===== config.mk =====
export PLATFORM = sky130hd
export DESIGN_NAME = distortion_multi_flat
export DESIGN_NICKNAME = d
export VERILOG_FILES = /design/src/rtl/distortion_multi_pkg.sv /design/src/rtl/distortion_multi_if.sv /design/src/rtl/distortion_multi_seq_divider.sv /design/src/rtl/distortion_multi.sv /design/src/flat_wrapper.sv
export SDC_FILE = /design/constraint.sdc
export NUM_CORES = 1
export LEC_CHECK = 0
export ABC_AREA = 1
export BUFFER_PORTS_ARGS = -buffer_cell sky130_fd_sc_hd__buf_2
export CELL_PAD_IN_SITES_DETAIL_PLACEMENT = 0
export CELL_PAD_IN_SITES_GLOBAL_PLACEMENT = 1
export CORE_ASPECT_RATIO = 2
export CORE_MARGIN = 1.5
export CORE_UTILIZATION = 28
export CTS_CLUSTER_DIAMETER = 40
export CTS_CLUSTER_SIZE = 30
export DETAILED_ROUTE_END_ITERATION = 16
export GPL_TIMING_DRIVEN = 0
export HOLD_SLACK_MARGIN = 0.12
export PLACE_DENSITY = 0.55
export REMOVE_ABC_BUFFERS = 1
export SETUP_SLACK_MARGIN = 0.2
export SKIP_CTS_REPAIR_TIMING = 1
export SLEW_MARGIN = 30
export SYNTH_ARGS = -nofsm -noshare
export SYNTH_HDL_FRONTEND = slang
export SYNTH_SLANG_ARGS = --single-unit

===== constraint.sdc =====
create_clock -name clk -period 8.44 [get_ports clk]
set_clock_uncertainty 0.15 [all_clocks]
set_input_delay 0.422 -clock clk [delete_from_list [all_inputs] [get_ports clk]]
set_output_delay 0.422 -clock clk [all_outputs]
set_load 0.005 [all_outputs]

===== src/rtl/distortion_multi_pkg.sv =====
// distortion_pkg: shared types and constants for the multi-channel distortion stage
package distortion_pkg;
  typedef enum logic [1:0] {BYPASS, HARD, SOFT, RECT} mode_e;
  typedef enum logic [2:0] {IDLE, MUL, DIV, SHAPE, OUT} state_e;
  localparam int SOFT_SHIFT = 2;
endpackage


===== src/rtl/distortion_multi_if.sv =====
// distortion_multi_if: frame in/out handshake bus (sample_in/in_valid/in_ready, gain/threshold/mode, sample_out/out_valid/out_ready)
interface distortion_multi_if
  import distortion_pkg::*;
#(
  parameter int WIDTH     = 16,
  parameter int CHANNELS  = 2,
  parameter int GAIN_BITS = 7
);
  logic [CHANNELS*WIDTH-1:0] sample_in;
  logic                      in_valid;
  logic                      in_ready;
  logic [GAIN_BITS-1:0]      gain_num;
  logic [GAIN_BITS-1:0]      gain_den;
  logic [WIDTH-2:0]          threshold;
  mode_e                     mode;
  logic [CHANNELS*WIDTH-1:0] sample_out;
  logic                      out_valid;
  logic                      out_ready;
  modport master (
    output sample_in, in_valid, gain_num, gain_den, threshold, mode, out_ready,
    input  in_ready, sample_out, out_valid
  );
  modport slave (
    input  sample_in, in_valid, gain_num, gain_den, threshold, mode, out_ready,
    output in_ready, sample_out, out_valid
  );
endinterface


===== src/rtl/distortion_multi_seq_divider.sv =====
// seq_divider: unsigned restoring divider, N cycles per division (start, dividend, divisor -> busy, done, quotient)
module seq_divider #(
  parameter int N = 23,
  parameter int D = 7
) (
  input  logic         clk,
  input  logic         reset,
  input  logic         start,
  input  logic [N-1:0] dividend,
  input  logic [D-1:0] divisor,
  output logic         busy,
  output logic         done,
  output logic [N-1:0] quotient
);
  localparam int CW = $clog2(N + 1);
  logic [CW-1:0] cnt;
  logic [D-1:0]  rem, dv;
  logic [D:0]    trial;
  logic          fit;
  assign trial = {rem, quotient[N-1]};
  assign fit   = trial >= {1'b0, dv};
  assign done  = busy && cnt == CW'(1);
  always_ff @(posedge clk) begin
    if (reset) begin
      busy <= 1'b0;
      cnt  <= '0;
    end else if (start) begin
      busy     <= 1'b1;
      cnt      <= CW'(N);
      rem      <= '0;
      dv       <= divisor;
      quotient <= dividend;
    end else if (busy) begin
      busy     <= !done;
      cnt      <= cnt - CW'(1);
      rem      <= fit ? D'(trial - {1'b0, dv}) : trial[D-1:0];
      quotient <= {quotient[N-2:0], fit};
    end
  end
endmodule


===== src/rtl/distortion_multi.sv =====
// distortion_multi: per-channel gain num/den then waveshaper (clk, reset, bus: slave side of distortion_multi_if)
module distortion_multi
  import distortion_pkg::*;
#(
  parameter int WIDTH     = 16,
  parameter int CHANNELS  = 2,
  parameter int GAIN_BITS = 7
) (
  input logic               clk,
  input logic               reset,
  distortion_multi_if.slave bus
);
  localparam int P  = WIDTH + GAIN_BITS;
  localparam int CW = CHANNELS > 1 ? $clog2(CHANNELS) : 1;
  localparam logic [WIDTH-2:0] MAXV = '1;
  state_e                    state, next;
  logic [CHANNELS*WIDTH-1:0] x_q, res_q;
  logic [GAIN_BITS-1:0]      num_q, den_q;
  logic [WIDTH-2:0]          th_q;
  mode_e                     mode_q;
  logic [CW-1:0]             ch;
  logic                      neg, busy, done, last, acc;
  logic [P-1:0]              prod, quo;
  logic [WIDTH-1:0]          x_c, ax, soft_sum, shaped;
  logic [WIDTH-2:0]          m, hc, sc, mag_o;
  assign acc  = state == IDLE && bus.in_valid && bus.in_ready;
  assign last = ch == CW'(CHANNELS - 1);
  assign x_c  = x_q[ch*WIDTH +: WIDTH];
  assign ax   = x_c[WIDTH-1] ? -x_c : x_c;
  assign prod = P'(ax) * P'(num_q);
  seq_divider #(.N(P), .D(GAIN_BITS)) u_div (
    .clk      (clk),
    .reset    (reset),
    .start    (state == MUL),
    .dividend (prod),
    .divisor  (den_q == '0 ? GAIN_BITS'(1) : den_q),
    .busy     (busy),
    .done     (done),
    .quotient (quo)
  );
  // shaping works on a saturated magnitude, then reapplies the sign
  always_comb begin
    m        = |quo[P-1:WIDTH-1] ? MAXV : quo[WIDTH-2:0];
    hc       = m > th_q ? th_q : m;
    soft_sum = {1'b0, th_q} + WIDTH'((m - th_q) >> SOFT_SHIFT);
    sc       = th_q == '0 ? '0 : m <= th_q ? m : soft_sum > {1'b0, MAXV} ? MAXV : soft_sum[WIDTH-2:0];
    mag_o    = mode_q == SOFT ? sc : (mode_q == RECT && neg) ? '0 : hc;
    shaped   = mode_q == BYPASS ? x_c : neg ? -{1'b0, mag_o} : {1'b0, mag_o};
  end
  always_comb begin
    next = state;
    unique case (state)
      IDLE:    next = acc ? MUL : IDLE;
      MUL:     next = DIV;
      DIV:     next = done ? SHAPE : DIV;
      SHAPE:   next = busy ? SHAPE : last ? OUT : MUL;
      OUT:     next = (bus.out_valid && bus.out_ready) ? IDLE : OUT;
      default: next = IDLE;
    endcase
  end
  always_ff @(posedge clk) begin
    if (reset) state <= IDLE;
    else       state <= next;
  end
  always_ff @(posedge clk) begin
    if (reset) begin
      bus.in_ready   <= 1'b0;
      bus.out_valid  <= 1'b0;
      bus.sample_out <= '0;
      ch             <= '0;
    end else begin
      bus.in_ready <= next == IDLE;
      if (acc) ch <= '0;
      if (state == SHAPE && !busy) ch <= ch + CW'(1);
      // extra cycle in OUT registers the assembled frame onto the output
      if (state == OUT && !bus.out_valid) begin
        bus.out_valid  <= 1'b1;
        bus.sample_out <= res_q;
      end
      if (bus.out_valid && bus.out_ready) bus.out_valid <= 1'b0;
    end
  end
  always_ff @(posedge clk) begin
    if (acc) begin
      x_q    <= bus.sample_in;
      num_q  <= bus.gain_num;
      den_q  <= bus.gain_den;
      th_q   <= bus.threshold;
      mode_q <= bus.mode;
    end
    if (state == MUL) neg <= x_c[WIDTH-1];
    if (state == SHAPE && !busy) res_q[ch*WIDTH +: WIDTH] <= shaped;
  end
endmodule


===== src/flat_wrapper.sv =====
// flat-port wrapper written by rule: the top's interface ports become plain ports
module distortion_multi_flat import distortion_pkg::*;
#(
  parameter int WIDTH     = 16,
  parameter int CHANNELS  = 2,
  parameter int GAIN_BITS = 7
)
  (clk, reset, bus_sample_in, bus_in_valid, bus_gain_num, bus_gain_den, bus_threshold, bus_mode, bus_out_ready, bus_in_ready, bus_sample_out, bus_out_valid);
  distortion_multi_if #(.WIDTH(WIDTH), .CHANNELS(CHANNELS), .GAIN_BITS(GAIN_BITS)) bus_i ();
  input logic clk;
  input logic reset;
  input wire logic [$bits(bus_i.sample_in)-1:0] bus_sample_in;
  input wire logic [$bits(bus_i.in_valid)-1:0] bus_in_valid;
  input wire logic [$bits(bus_i.gain_num)-1:0] bus_gain_num;
  input wire logic [$bits(bus_i.gain_den)-1:0] bus_gain_den;
  input wire logic [$bits(bus_i.threshold)-1:0] bus_threshold;
  input wire logic [$bits(bus_i.mode)-1:0] bus_mode;
  input wire logic [$bits(bus_i.out_ready)-1:0] bus_out_ready;
  output wire logic [$bits(bus_i.in_ready)-1:0] bus_in_ready;
  output wire logic [$bits(bus_i.sample_out)-1:0] bus_sample_out;
  output wire logic [$bits(bus_i.out_valid)-1:0] bus_out_valid;
  assign bus_i.sample_in = bus_sample_in;
  assign bus_i.in_valid = bus_in_valid;
  assign bus_i.gain_num = bus_gain_num;
  assign bus_i.gain_den = bus_gain_den;
  assign bus_i.threshold = bus_threshold;
  assign bus_i.mode = bus_mode;
  assign bus_i.out_ready = bus_out_ready;
  assign bus_in_ready = bus_i.in_ready;
  assign bus_sample_out = bus_i.sample_out;
  assign bus_out_valid = bus_i.out_valid;
  distortion_multi #(.WIDTH(WIDTH), .CHANNELS(CHANNELS), .GAIN_BITS(GAIN_BITS)) u_core (.clk(clk), .reset(reset), .bus(bus_i));
endmodule

==> results.json <==
{
  "tns_ps": 0,
  "synth_area_per_cell_um2": 8.11,
  "fin_hold_ws_ps": 180,
  "status": "finished clean",
  "dp_cells": 2306,
  "slew_headroom_pct": 40.2,
  "area_growth_pct": 18.7,
  "final_nets": 1981,
  "wl_per_cell_um": 16.3,
  "cts-buffers-inserted": 17,
  "grt-ovfl-total": 0,
  "ioPinCount": 101,
  "drv_cap": 0,
  "tritoncts": "built",
  "layout_min_cycle_time_ps": 7560,
  "wl_um": 39100,
  "synth_cells": 1624,
  "grt_pass1_vias": 10899,
  "seq_area_frac_synth_pct": 37.0,
  "fin_cells": 2402,
  "hpwl_um": 31500,
  "finalSetupViolations": 0,
  "clkTransAtPathRegs_ps": 80,
  "grt_first_pass_wirelength_um": 60100,
  "dieArea_um2": 48400,
  "h-tree-depth": 4,
  "cellPowerDensity_nw_per_um2": 208,
  "cp-end-kind": "flop",
  "rows": 112,
  "drc": 0,
  "vias": 10893,
  "fin_crit_sh_pct": 89.6,
  "core_um2": 46500,
  "hold_viol": 0,
  "die_h_um": 310,
  "rsz0062_at_grt": "no",
  "antenna_found_initial": 0,
  "worst_pin_slew_ps": 897,
  "cts_buffer_depth": 2,
  "dr.pass1.iters": 7,
  "worstSetupStartpointType": "flop",
  "syn_area_um2": 13200,
  "layout-drive-gt1-share_pct": 11.5,
  "worstPathRequired_ps": 8460,
  "cts_sinks": 177,
  "antennaDiodeCount": 0,
  "place_area_um2": 14400,
  "final_cell_mix": "nand2_1 (399), inv_1 (215), nor2_1 (202)",
  "layout_commonest_cell": "nand2_1",
  "finalWorstSetupSlack_ps": 879,
  "via_per_inst": 4.53,
  "ir_drop_v": 0.000106,
  "insertion_delay_ps": 460,
  "ant_nets": 0,
  "timing.fmax_ghz": 0.132,
  "pre_cts_ws_ps": 648,
  "synth_cell_types": 52,
  "die_w_um": 156,
  "port_buffers": 100,
  "design_area_um2": 15600,
  "initial_utilization_pct": 28.3,
  "routabilityCongestion": 0.854,
  "cp.arrival_ps": 7580,
  "synth_warnings": 0,
  "drtIter0Drc": 502,
  "path_max_fanout": 33,
  "critical_path_class": "reg -> reg",
  "top_layer": "met4",
  "p_leak_uw": 0.00732,
  "grtUsageTotal_pct": 16.6,
  "wl_met3_um": 572,
  "m1WireLength_um": 14100,
  "ys_ff_latch": 177,
  "wl_met2_um": 22500,
  "hold_path.class": "in -> reg",
  "slew_viol_final": 0,
  "clock_tree.root_cell": "clkbuf_16",
  "grt_start_max_net_pins": 49
}
## sequential cells by signal, indices dropped and copies added (netlist names), 2 cells and up
| name | flops |
|---|---|
| u_core.bus.sample_out | 32 |
| u_core.state | 3 |
| u_core.res_q | 32 |
| u_core.u_div.quotient | 23 |
| u_core.den_q | 7 |
| u_core.th_q | 15 |
| u_core.u_div.rem | 7 |
| u_core.u_div.dv | 7 |
| u_core.u_div.cnt | 5 |
| u_core.x_q | 32 |
| u_core.mode_q | 2 |
| u_core.num_q | 7 |
## power breakdown
group	leakage (µW)	switching (µW)	total [µW]	internal, µW
sequential	0.00160	26.0	1000	976
combinational	0.00541	830	1370	541
clock	0.000308	453	871	418
## per-layer routing
| metal | vias to the layer above | GRT usage (%) |
|---|---|---|
| met1 | 5191 | 16.3 |
| met5 | - | 0 |
| met3 | 59 | 1.72 |
| li1 | 5500 | - |
| met4 | 0 | 8.62 |
| met2 | 143 | 33.4 |
## cell usage after synthesis (all sizes together)
master	instances	area share [%]
nor3b	1	0.057
nand2	410	12
xnor2	16	1.1
nor4	7	0.45
buf	10	0.55
o22ai	2	0.095
nand3	80	3.4
clkinv	2	0.057
ha	81	7.7
dfxtp	44	6.7
a21o	4	0.23
clkbuf	42	1.2
nand3b	8	0.46
and3	1	0.048
nor2	218	6.5
a311oi	1	0.067
o31ai	2	0.11
or2	15	0.71
nand4	13	0.62
o211ai	2	0.11
o21bai	6	0.34
mux2i	1	0.10
a21boi	3	0.17
and2	1	0.048
o21ai	116	4.5
a31oi	4	0.19
a21oi	61	2.3
edfxtp	133	30
xor2	25	1.7
a211oi	2	0.11
fa	71	11
nor3	16	0.85
a221oi	1	0.067
inv	225	6.4
## logic make-up after synthesis
family	count (synthesis)	share of synthesized area, %
XOR/XNOR	41	2.73
adder cells (fa/ha/maj)	152	18.5
multiplexers	1	0.105
buffers and inverters	279	8.24
flip-flops	177	37.0
AND/OR/NAND/NOR	770	25.0
AO/OA/AOI/OAI	204	8.37
## final timing paths
| kind | from | endpoint | slack (ps) | cells after the start |
|---|---|---|---|---|
| worst min register to register | u_core.den_q[4] | u_core.u_div.dv[4] | 300 | 0 |
| worst min-delay path | reset | u_core.state[2] | 180 | 2 |
| worst max-delay path | u_core.ch | u_core.u_div.quotient[20] | 880 | 26 |
| worst max register to register | u_core.ch | u_core.u_div.quotient[20] | 880 | 26 |
## cell type report
class,count,area [µm²]
multi-input combinational,1168,7230
timing repair buffer,171,1240
clock inverter,15,206
fill,4977,30900
sequential,177,4880
tap,627,785
clock buffer,17,425
inverter,227,857
## worst max-delay path, cell delays in order, from the launching register on
cell and delay (ps):
dfxtp_4 530, buf_16 210, inv_4 170, or2_2 310
o21ai_1 260, buf_4 250, clkinv_1 490, nand3_1 260
nand2_1 190, inv_1 190, nand2_1 100, fa_1 560
inv_1 70, fa_1 500, fa_1 530, fa_1 490
ha_1 390, a21oi_1 220, o21ai_0 160, nand2_1 80
o211ai_1 100, a31oi_1 260, o21ai_1 130, a21boi_0 290
o21ai_0 160, xor2_1 140, o21ai_0 80
## through the flow
stage                     utilization, %  power [µW]
after global routing                33.6        3510
after CTS                           32.2        3280
after detailed placement            30.8        2390
after global placement              30.6        2390
final                               33.6        3240
after floorplan                        -        2040
Note: power is estimated with default switching activity, not from simulation.
